[config.mk]
export PLATFORM = sky130hd
export DESIGN_NAME = hazard_scheduler
export DESIGN_NICKNAME = d
export VERILOG_FILES = /design/src/rtl/hazard_scheduler.sv
export SDC_FILE = /design/constraint.sdc
export NUM_CORES = 1
export LEC_CHECK = 0
export BUFFER_PORTS_ARGS = -buffer_cell sky130_fd_sc_hd__buf_2
export CAP_MARGIN = 20
export CORE_ASPECT_RATIO = 0.5
export CORE_MARGIN = 5
export CORE_UTILIZATION = 35
export CTS_BUF_LIST = sky130_fd_sc_hd__clkbuf_8
export CTS_CLUSTER_DIAMETER = 200
export DETAILED_ROUTE_END_ITERATION = 10
export PLACE_DENSITY = 0.56
export SYNTH_ARGS = -nofsm -noshare
export SYNTH_HDL_FRONTEND = slang
export SYNTH_SLANG_ARGS = --single-unit
[constraint.sdc]
create_clock -name clk -period 8.1 [get_ports clk]
set_input_delay 1.215 -clock clk [delete_from_list [all_inputs] [get_ports clk]]
set_output_delay 1.215 -clock clk [all_outputs]
set_load 0.02 [all_outputs]
[src/rtl/hazard_scheduler.sv]
// Issue/stall controller for the 5-stage in-order core: pending-write scoreboard,
// RAW/WAW detection, multi-cycle multiply sequencing and branch flush controls.
module hazard_scheduler #(
    parameter int MUL_LAT = 4,
    parameter int CNT_W   = 32
) (
    input  logic             clk,
    input  logic             rst,
    input  logic             id_valid_inst,
    input  logic [4:0]       id_rs1_idx,
    input  logic [4:0]       id_rs2_idx,
    input  logic             id_uses_rs1,
    input  logic             id_uses_rs2,
    input  logic             id_reg_wr,
    input  logic [4:0]       id_dest_idx,
    input  logic             id_is_mul,
    input  logic             wb_valid_inst,
    input  logic             wb_reg_wr,
    input  logic [4:0]       wb_dest_idx,
    input  logic             ex_take_branch,
    output logic             stall_if,
    output logic             bubble_id,
    output logic             flush_if_id,
    output logic             ex_hold,
    output logic             id_issue,
    output logic [31:0]      sb_busy,
    output logic [CNT_W-1:0] stall_cycles
);

    typedef enum logic {IDLE, BUSY} state_t;

    localparam logic [3:0] MUL_INIT  = 4'(MUL_LAT - 1);
    localparam logic       MUL_MULTI = (MUL_LAT > 1);

    state_t      state;
    logic [3:0]  mul_cnt;
    logic [1:0]  pend [32];

    logic        mul_busy;
    logic        raw;
    logic        waw;
    logic        haz;
    logic [31:0] inc_vec;
    logic [31:0] dec_vec;

    // Hazards look only at registered pend, so a same-cycle WB cannot release a stall.
    always_comb begin
        mul_busy = (state == BUSY);
        raw = (id_uses_rs1 && (id_rs1_idx != 5'd0) && (pend[id_rs1_idx] != 2'd0)) ||
              (id_uses_rs2 && (id_rs2_idx != 5'd0) && (pend[id_rs2_idx] != 2'd0));
        waw = id_reg_wr && (id_dest_idx != 5'd0) && (pend[id_dest_idx] == 2'd3);
        haz = id_valid_inst && (raw || waw || mul_busy);
    end

    assign stall_if    = haz & ~ex_take_branch;
    assign bubble_id   = haz | ex_take_branch;
    assign flush_if_id = ex_take_branch;
    assign id_issue    = id_valid_inst & ~haz & ~ex_take_branch;

    always_comb begin
        sb_busy = '0;
        for (int i = 1; i < 32; i++) begin
            sb_busy[i] = (pend[i] != 2'd0);
        end
    end

    always_comb begin
        inc_vec = '0;
        dec_vec = '0;
        if (id_issue && id_reg_wr && (id_dest_idx != 5'd0)) begin
            inc_vec[id_dest_idx] = 1'b1;
        end
        if (wb_valid_inst && wb_reg_wr && (wb_dest_idx != 5'd0) && (pend[wb_dest_idx] != 2'd0)) begin
            dec_vec[wb_dest_idx] = 1'b1;
        end
    end

    // Increment cannot overflow: a writer to a register already at 3 is held by waw.
    always_ff @(posedge clk or posedge rst) begin
        if (rst) begin
            for (int i = 0; i < 32; i++) begin
                pend[i] <= 2'd0;
            end
        end else begin
            for (int i = 1; i < 32; i++) begin
                if (inc_vec[i] && !dec_vec[i]) begin
                    pend[i] <= pend[i] + 2'd1;
                end else if (dec_vec[i] && !inc_vec[i]) begin
                    pend[i] <= pend[i] - 2'd1;
                end
            end
        end
    end

    always_ff @(posedge clk or posedge rst) begin
        if (rst) begin
            state   <= IDLE;
            mul_cnt <= 4'd0;
            ex_hold <= 1'b0;
        end else begin
            case (state)
                IDLE: begin
                    if (id_issue && id_is_mul && MUL_MULTI) begin
                        state   <= BUSY;
                        mul_cnt <= MUL_INIT;
                        ex_hold <= 1'b1;
                    end
                end
                BUSY: begin
                    if (mul_cnt <= 4'd1) begin
                        state   <= IDLE;
                        mul_cnt <= 4'd0;
                        ex_hold <= 1'b0;
                    end else begin
                        mul_cnt <= mul_cnt - 4'd1;
                    end
                end
                default: begin
                    state   <= IDLE;
                    mul_cnt <= 4'd0;
                    ex_hold <= 1'b0;
                end
            endcase
        end
    end

    always_ff @(posedge clk or posedge rst) begin
        if (rst) begin
            stall_cycles <= '0;
        end else if (stall_if) begin
            stall_cycles <= stall_cycles + CNT_W'(1);
        end
    end

endmodule
==> results of run 1 <==
==> worst max-delay path by stage <==
stage	startpoint	endpoint	slack, ns	cells after the start
2_1_floorplan	id_rs1_idx[2]	bubble_id	3.42	8
3_5_place_dp	id_dest_idx[0]	id_issue	2.47	12
4_1_cts	id_dest_idx[0]	id_issue	2.48	12
3_3_place_gp	id_dest_idx[0]	id_issue	2.54	12
5_1_grt	id_dest_idx[0]	id_issue	2.24	12
6_report	id_dest_idx[0]	id_issue	2.46	12
==> sequential cells by signal, indices dropped and copies added (netlist names) <==
register and count:
pend 62, stall_cycles 32, mul_cnt 4, ex_hold 1, mul_busy 1
==> critical path, delay by kind of cell <==
kind            cells  cell delay, ns
simple gates        2            0.64
mux                 1            0.29
buf+inv             5            1.48
compound gates      4            0.77
==> placed cells by master (no fill, tap or decap), types with 27 or more instances in the layout <==
| cell | count |
|---|---|
| dfrtp_1 | 100 |
| nor3_1 | 49 |
| inv_1 | 34 |
| nor2_1 | 74 |
| nand2_1 | 49 |
| mux2i_1 | 27 |
| ha_1 | 34 |
| xnor2_1 | 63 |
| xor2_1 | 62 |
| buf_2 | 97 |
==> power groups by stage <==
stage | clock network (uW) | logic, uW | registers, uW
2_1_floorplan | 0 | 539 | 734
3_3_place_gp | 0 | 770 | 770
3_5_place_dp | 0 | 779 | 769
4_1_cts | 351 | 784 | 760
5_1_grt | 370 | 851 | 780
6_report | 339 | 786 | 763
==> per-stage QoR <==
| step | instance area (um2) | hold slack [ns] | instances |
|---|---|---|---|
| 2_1_floorplan | 6920 | 0.454 | 733 |
| 3_3_place_gp | 7540 | 0.463 | 1055 |
| 3_5_place_dp | 7540 | 0.475 | 1055 |
| 4_1_cts | 7740 | 0.496 | 1071 |
| 5_1_grt | 7740 | 0.517 | 1071 |
| 6_report | 7740 | 0.486 | 1071 |
==> final cells by class <==
class | instances | share of cell area [%]
inverter | 36 | 1.78
timing repair buffer | 100 | 6.56
tap | 266 | 4.30
clock buffer | 9 | 1.60
clock inverter | 7 | 0.986
multi-input combinational | 553 | 52.4
sequential | 100 | 32.3
==> cell families (layout without fill, tap and decap cells) <==
logic type,count (synthesis),after routing
compound gates,71,71
fa+ha+maj,34,34
other cells,1,1
xor+xnor,125,125
simple gates,278,278
mux,44,44
flops,100,100
buf+inv,80,152
==> metal layers <==
layer | global-route usage [%] | up-vias | wire [um]
met5 | 0 | - | 0
met4 | 3.63 | 0 | 233
met3 | 5.44 | 20 | 1710
met2 | 26.5 | 218 | 8700
met1 | 25.9 | 2832 | 9540
li1 | - | 2671 | -
==> flow_summary.ini, run 1 <==
[route]
drtIter0Drc = 440
drtPass1Iterations = 5
viasPerCell = 5.36
wl_per_cell_um = 18.8
drc = 0
vias = 5741
ant_nets = 0
wl_um = 20200

[timing]
max_freq_mhz = 177
fin_skew_ns = 0.0202
hold_viol = 0
setup_ws_ns = 2.46
setup_tns_ns = 0
slew_headroom_pct = 37.9
rsz0062_at_grt = false
timing.final.crit_share_pct = 69.6
min_period_ns = 5.64
worst_pin_slew_ns = 0.932
setup_viol = 0
drv_slew = 0

[pwr]
total_power_uw = 1890
peakVddDrop_mv = 0.105
power_switching_uw = 834
power.leakage_uw = 0.00391
pwr-share-seq_pct = 40.4
power.density_nw_per_um2 = 244
p_clk_share_pct = 18.0
p_sw_share_pct = 44.2
combPwrFrac_pct = 41.6
internal-power_uw = 1050

[clock_tree]
cts_buffers = 9
path_clk_slew_ns = 0.09
clock_latency_ns = 0.39
clock-sinks = 100
htreeDepth = 3
cts_root_buffer = clkbuf_8
cts_buffer_depth = 2
cts_tree = done
postCtsHoldBufs = 0
cts_setup_buffers = 0
cts_resized = 0

[die]
initial_utilization_pct = 35.6
pin_count = 99
die_w_um = 209
row_count = 36
die_area_um2 = 22800
die_h_um = 109
fp.coreArea_um2 = 19500

[synth]
syn_inst = 733
yosysWarnings = 2
synthMuxAreaShare_pct = 9.28
synth_edf_count = 0
synth_flop_cell = dfrtp_1
synth_seq_cells = 100
synth_xor_xnor_area_share_pct = 15.8
synth.most_common_cell = dfrtp_1
yosys.area_share.simple_pct = 20.3
synth_top_family_by_area = simple AND/OR/NAND/NOR gates
synth-async-reset-ratio_pct = 100
synth_compound_area_share_pct = 7.09
netlist_top_cells_area = dfrtp_1 36%, xnor2_1 8.0%, xor2_1 7.8%
synth_common_cells = 100 x dfrtp_1, 74 x nor2_1, 63 x xnor2_1
synth_fa_ha_area_share_pct = 6.15
ys_seq_area_share_pct = 36.2
synth_top_area_cell = dfrtp_1
syn_nets = 797
yosys.area.top_type_share_pct = 36.2
synthesis.area_um2 = 6920
syn_area_per_cell_um2 = 9.44
synth_cell_types = 57

[min_path]
hp-class = reg2reg
holdCritStartpoint = stall_cycles[31]
min_to = stall_cycles[31]
holdPathStages = 1

[final_layout]
antennaDiodeCount = 0
final_util_pct = 39.8
syn_to_final_growth_pct = 11.9
final_net_count = 864
register_area_um2 = 2500
num-fill-cells = 1963
multiInputGateArea_um2 = 4060
drive_gt1_share_pct = 18.8

[setup_path]
reg2reg_from = pend[38]
critPathKind = in2out
path_max_fanout = 36
regToRegEndpoint = pend[53]
endpoint_kind = output pin
worstPathRequired_ns = 6.88
critPathMaxStageDelay_ns = 0.70
start_kind = input port
slowest_stage = buf_2
cp_cell_sequence = buf_2, mux2i_1, o22ai_1, or3_1, o311a_1, o211ai_2, o311ai_4, buf_4, or2_1, buf_4, inv_1, buf_2
reg2regPathDepth = 13
regToRegSetupSlack_ns = 3.82
critical_path_arrival_ns = 4.42

[grt]
grt_max_degree = 63
grt_use_total_pct = 17.9
grt_pass1_wl_um = 32000
grt_antenna_before_repair = 0
overflow = 0
grt_pass1_vias = 5580

[placement]
place_congestion = 0.903
pre_cts_slack_ns = 2.47
detailed_place_hpwl_um = 15000
io_buffers = 97

[run]
drv_cap = 0

[run_status]
outcome = finished clean
(Power assumes the default switching activity.)
==> inputs of run 2 (changes only) <==
Clock period 8.1 ns to 5.7 ns, I/O delays scaled along.
==> flow_summary.ini, run 2 (synthesis gave the netlist of run 1 again) <==
[route]
viasPerCell = 5.35
drtIter0Drc = 438
wl_um = 20400
drtPass1Iterations = 5
wl_per_cell_um = 19.0
vias = 5728
ant_nets = 0
drc = 0

[die]
row_count = 36
fp.coreArea_um2 = 19500
pin_count = 99
initial_utilization_pct = 35.6
die_area_um2 = 22800
die_w_um = 209
die_h_um = 109

[grt]
grt_use_total_pct = 18.1
overflow = 0
grt_antenna_before_repair = 0
grt_pass1_vias = 5626
grt_max_degree = 63
grt_pass1_wl_um = 32300

[final_layout]
instances_no_fill = 1070
syn_to_final_growth_pct = 11.4
antennaDiodeCount = 0
mostFrequentLayoutCells = 100 x dfrtp_1, 97 x buf_2, 74 x nor2_1, 63 x xnor2_1, 62 x xor2_1
final_area_um2 = 7700
largest_reg_flops = 62
reg_top3 = pend x62, stall_cycles x32, mul_cnt x4
final_net_count = 865
drive_gt1_share_pct = 18.4
final_common_cell = dfrtp_1
regMostFlops = pend

[setup_path]
path_max_fanout = 32
reg2regPathDepth = 12
start_kind = input port
critPathKind = in2out
worstPathRequired_ns = 4.85
endpoint_kind = output pin
critical_path_arrival_ns = 3.57

[clock_tree]
cts_tree = done
cts_root_buffer = clkbuf_8
cts_setup_buffers = 0
clock_latency_ns = 0.38
cts_buffers = 9
cts_resized = 0
htreeDepth = 3
cts_buffer_depth = 2
clock-sinks = 100
postCtsHoldBufs = 0
path_clk_slew_ns = 0.10

[run_status]
outcome = finished clean

[timing]
setup_viol = 0
fin_skew_ns = 0.0161
rsz0062_at_grt = false
max_freq_mhz = 226
slew_headroom_pct = 45.7
hold_viol = 0
timing.final.crit_share_pct = 77.6
setup_tns_ns = 0
drv_slew = 0
min_period_ns = 4.42
worst_pin_slew_ns = 0.815

[pwr]
peakVddDrop_mv = 0.169
power.density_nw_per_um2 = 338
power.leakage_uw = 0.00391

[placement]
detailed_place_hpwl_um = 15200
dpl_cell_area_um2 = 7550
io_buffers = 97
dp_cells = 1056
place_congestion = 0.941

[min_path]
holdPathStages = 1
hp-class = reg2reg

[run]
drv_cap = 0
[run 2: worst max-delay path, stage by stage]
cell,delay [ns]
buf_2,0.52
mux2i_1,0.29
o22ai_1,0.10
or3_1,0.38
o311a_1,0.36
o211ai_2,0.19
o311ai_4,0.12
or2_1,0.23
buf_4,0.24
inv_1,0.09
buf_2,0.16
[run 2: layout make-up]
class | instances | area [um2]
fillers | 1963 | 11800
multi-input cells | 553 | 4060
flip-flops and latches | 100 | 2500
repair buffers | 101 | 515
well taps | 266 | 333
clock buffers | 10 | 138
inverters | 36 | 138
clock inverters | 4 | 20.0
[run 2: layer usage]
metal | share of wire (%) | global-route usage, % | routed length [um] | vias to the layer above
li1 | - | - | - | 2674
met1 | 47 | 26.1 | 9570 | 2794
met2 | 43 | 28.0 | 8830 | 241
met3 | 8.7 | 4.30 | 1780 | 19
met4 | 0.97 | 3.26 | 198 | 0
met5 | 0 | 0 | 0 | -
[run 2: final timing paths]
path,start,endpoint,slack [ns]
max,id_dest_idx[0],id_issue,1.28
min,stall_cycles[31],stall_cycles[31],0.48
max reg2reg,pend[36],pend[53],1.80
min reg2reg,stall_cycles[31],stall_cycles[31],0.48
max in group asynchronous,rst,pend[57],4.00
min in group asynchronous,rst,stall_cycles[15],0.50
[run 2: metrics by stage]
step	hold WS, ns	util [%]	total power [uW]	setup slack, ns
final	0.475	39.6	2610	1.28
after global routing	0.510	39.6	2770	1.13
after CTS	0.481	39.6	2630	1.28
after detailed placement	0.462	38.8	2200	1.28
after global placement	0.463	38.8	2190	1.33
after floorplan	0.454	-	1810	1.74
[run 2: power by group]
part	switching (uW)	internal, uW
logic	668	434
registers	235	858
clock network	249	163
total	1150	1460
==> inputs of run 3 (changes only) <==
Settings changed: PLACE_DENSITY 0.56 to 0.58.
Clock period 5.7 ns to 3.8 ns, I/O delays scaled along.
==> flow_summary.ini, run 3 (synthesis gave the netlist of run 1 again) <==
[final_layout]
antennaDiodeCount = 0
syn_to_final_growth_pct = 15.3
mostFrequentLayoutCells = 100 x dfrtp_1, 97 x buf_2, 74 x nor2_1, 63 x xnor2_1, 62 x xor2_1
largest_reg_flops = 62
reg_top3 = pend x62, stall_cycles x32, mul_cnt x4
regMostFlops = pend
final_area_um2 = 7980
final_net_count = 895
final_util_pct = 41.0
drive_gt1_share_pct = 21.7
final_common_cell = dfrtp_1

[timing]
worst_hold_slack_ns = 0.325
fin_skew_ns = 0.0272
setup_tns_ns = 0
slew_headroom_pct = 45.6
drv_slew = 0
timing.final.crit_share_pct = 97.0
min_period_ns = 3.68
setup_viol = 0
hold_viol = 0
max_freq_mhz = 271
worst_pin_slew_ns = 0.816

[pwr]
peakVddDrop_mv = 0.247
power.density_nw_per_um2 = 508
power.leakage_uw = 0.00407
total_power_uw = 4050

[die]
die_area_um2 = 22800
fp.coreArea_um2 = 19500
initial_utilization_pct = 35.6
die_w_um = 209
die_h_um = 109
row_count = 36
pin_count = 99

[grt]
grt_max_degree = 62
grt_use_total_pct = 17.9
overflow = 0
grt_pass1_vias = 5796
grt_pass1_wl_um = 32400
grt_antenna_before_repair = 0

[placement]
place_congestion = 0.952
dpl_cell_area_um2 = 7780
io_buffers = 97
detailed_place_hpwl_um = 15700

[clock_tree]
clock-sinks = 100
clock_latency_ns = 0.40
cts_tree = done
htreeDepth = 3
path_clk_slew_ns = 0.12
postCtsHoldBufs = 0
cts_buffer_depth = 2
cts_root_buffer = clkbuf_8
cts_setup_buffers = 0
cts_buffers = 9

[setup_path]
worstPathRequired_ns = 3.23
reg2reg_from = pend[38]
path_max_fanout = 32
start_kind = register
critical_path_arrival_ns = 3.11
cp-startpoint = pend[38]
critPathKind = reg2out
endpoint_kind = output pin
reg2regPathDepth = 13

[route]
viasPerCell = 5.36
vias = 5906
wl_per_cell_um = 18.4
drtPass1Iterations = 5
drc = 0
wl_um = 20300
ant_nets = 0
drtIter0Drc = 397

[run]
drv_cap = 0

[min_path]
hp-class = in2async

[run_status]
outcome = finished clean
-- run 3: area by class of cell --
| class | instances | area [um2] |
|---|---|---|
| inverters | 36 | 138 |
| clock inverters | 6 | 47.5 |
| fillers | 1958 | 11500 |
| flip-flops and latches | 100 | 2500 |
| well taps | 266 | 333 |
| multi-input cells | 553 | 4060 |
| repair buffers | 131 | 761 |
| clock buffers | 10 | 138 |
-- run 3: routing by layer --
layer	GRT usage, %	wire length [um]	vias to the layer above	part of all wire, %
met2	28.7	9270	229	46
met5	0	0	-	0
met3	3.99	1240	46	6.1
met1	24.3	9170	2902	45
li1	-	-	2729	-
met4	5.63	611	0	3.0
-- run 3: where the power goes --
part | switching, uW | internal (uW) | leakage [uW]
clock network | 418 | 263 | 0.0000922
registers | 341 | 1290 | 0.00135
logic | 1030 | 716 | 0.00263
-- run 3: stage by stage --
stage | cells | setup WS (ns)
detailed placement | 1086 | 0.0972
floorplan | 733 | 0.384
finish | 1102 | 0.115
global route | 1102 | -0.00162
global placement | 1086 | 0.144
CTS | 1102 | 0.0656
-- run 3: timing repair --
action / in CTS / in global routing
gates resized for setup: 0 / 2
hold endpoints to repair: 0 / 0
endpoints found under the setup margin: 0 / 1
-- run 3: worst paths after layout --
| path | endpoint | slack [ns] |
|---|---|---|
| max | id_issue | 0.12 |
| max reg2reg | pend[21] | 0.39 |
| min reg2reg | stall_cycles[31] | 0.48 |
| max in group asynchronous | pend[27] | 2.62 |
| min in group clk | stall_cycles[31] | 0.48 |
| min | stall_cycles[5] | 0.32 |
-- run 3: critical path, cell delays in order (launching register included) --
cell	delay [ns]
dfrtp_1	0.46
nor2_1	0.38
a21oi_1	0.14
mux4_2	0.46
and3_1	0.19
a31oi_1	0.24
o311ai_4	0.16
or2_1	0.27
buf_12	0.18
inv_1	0.07
buf_2	0.16
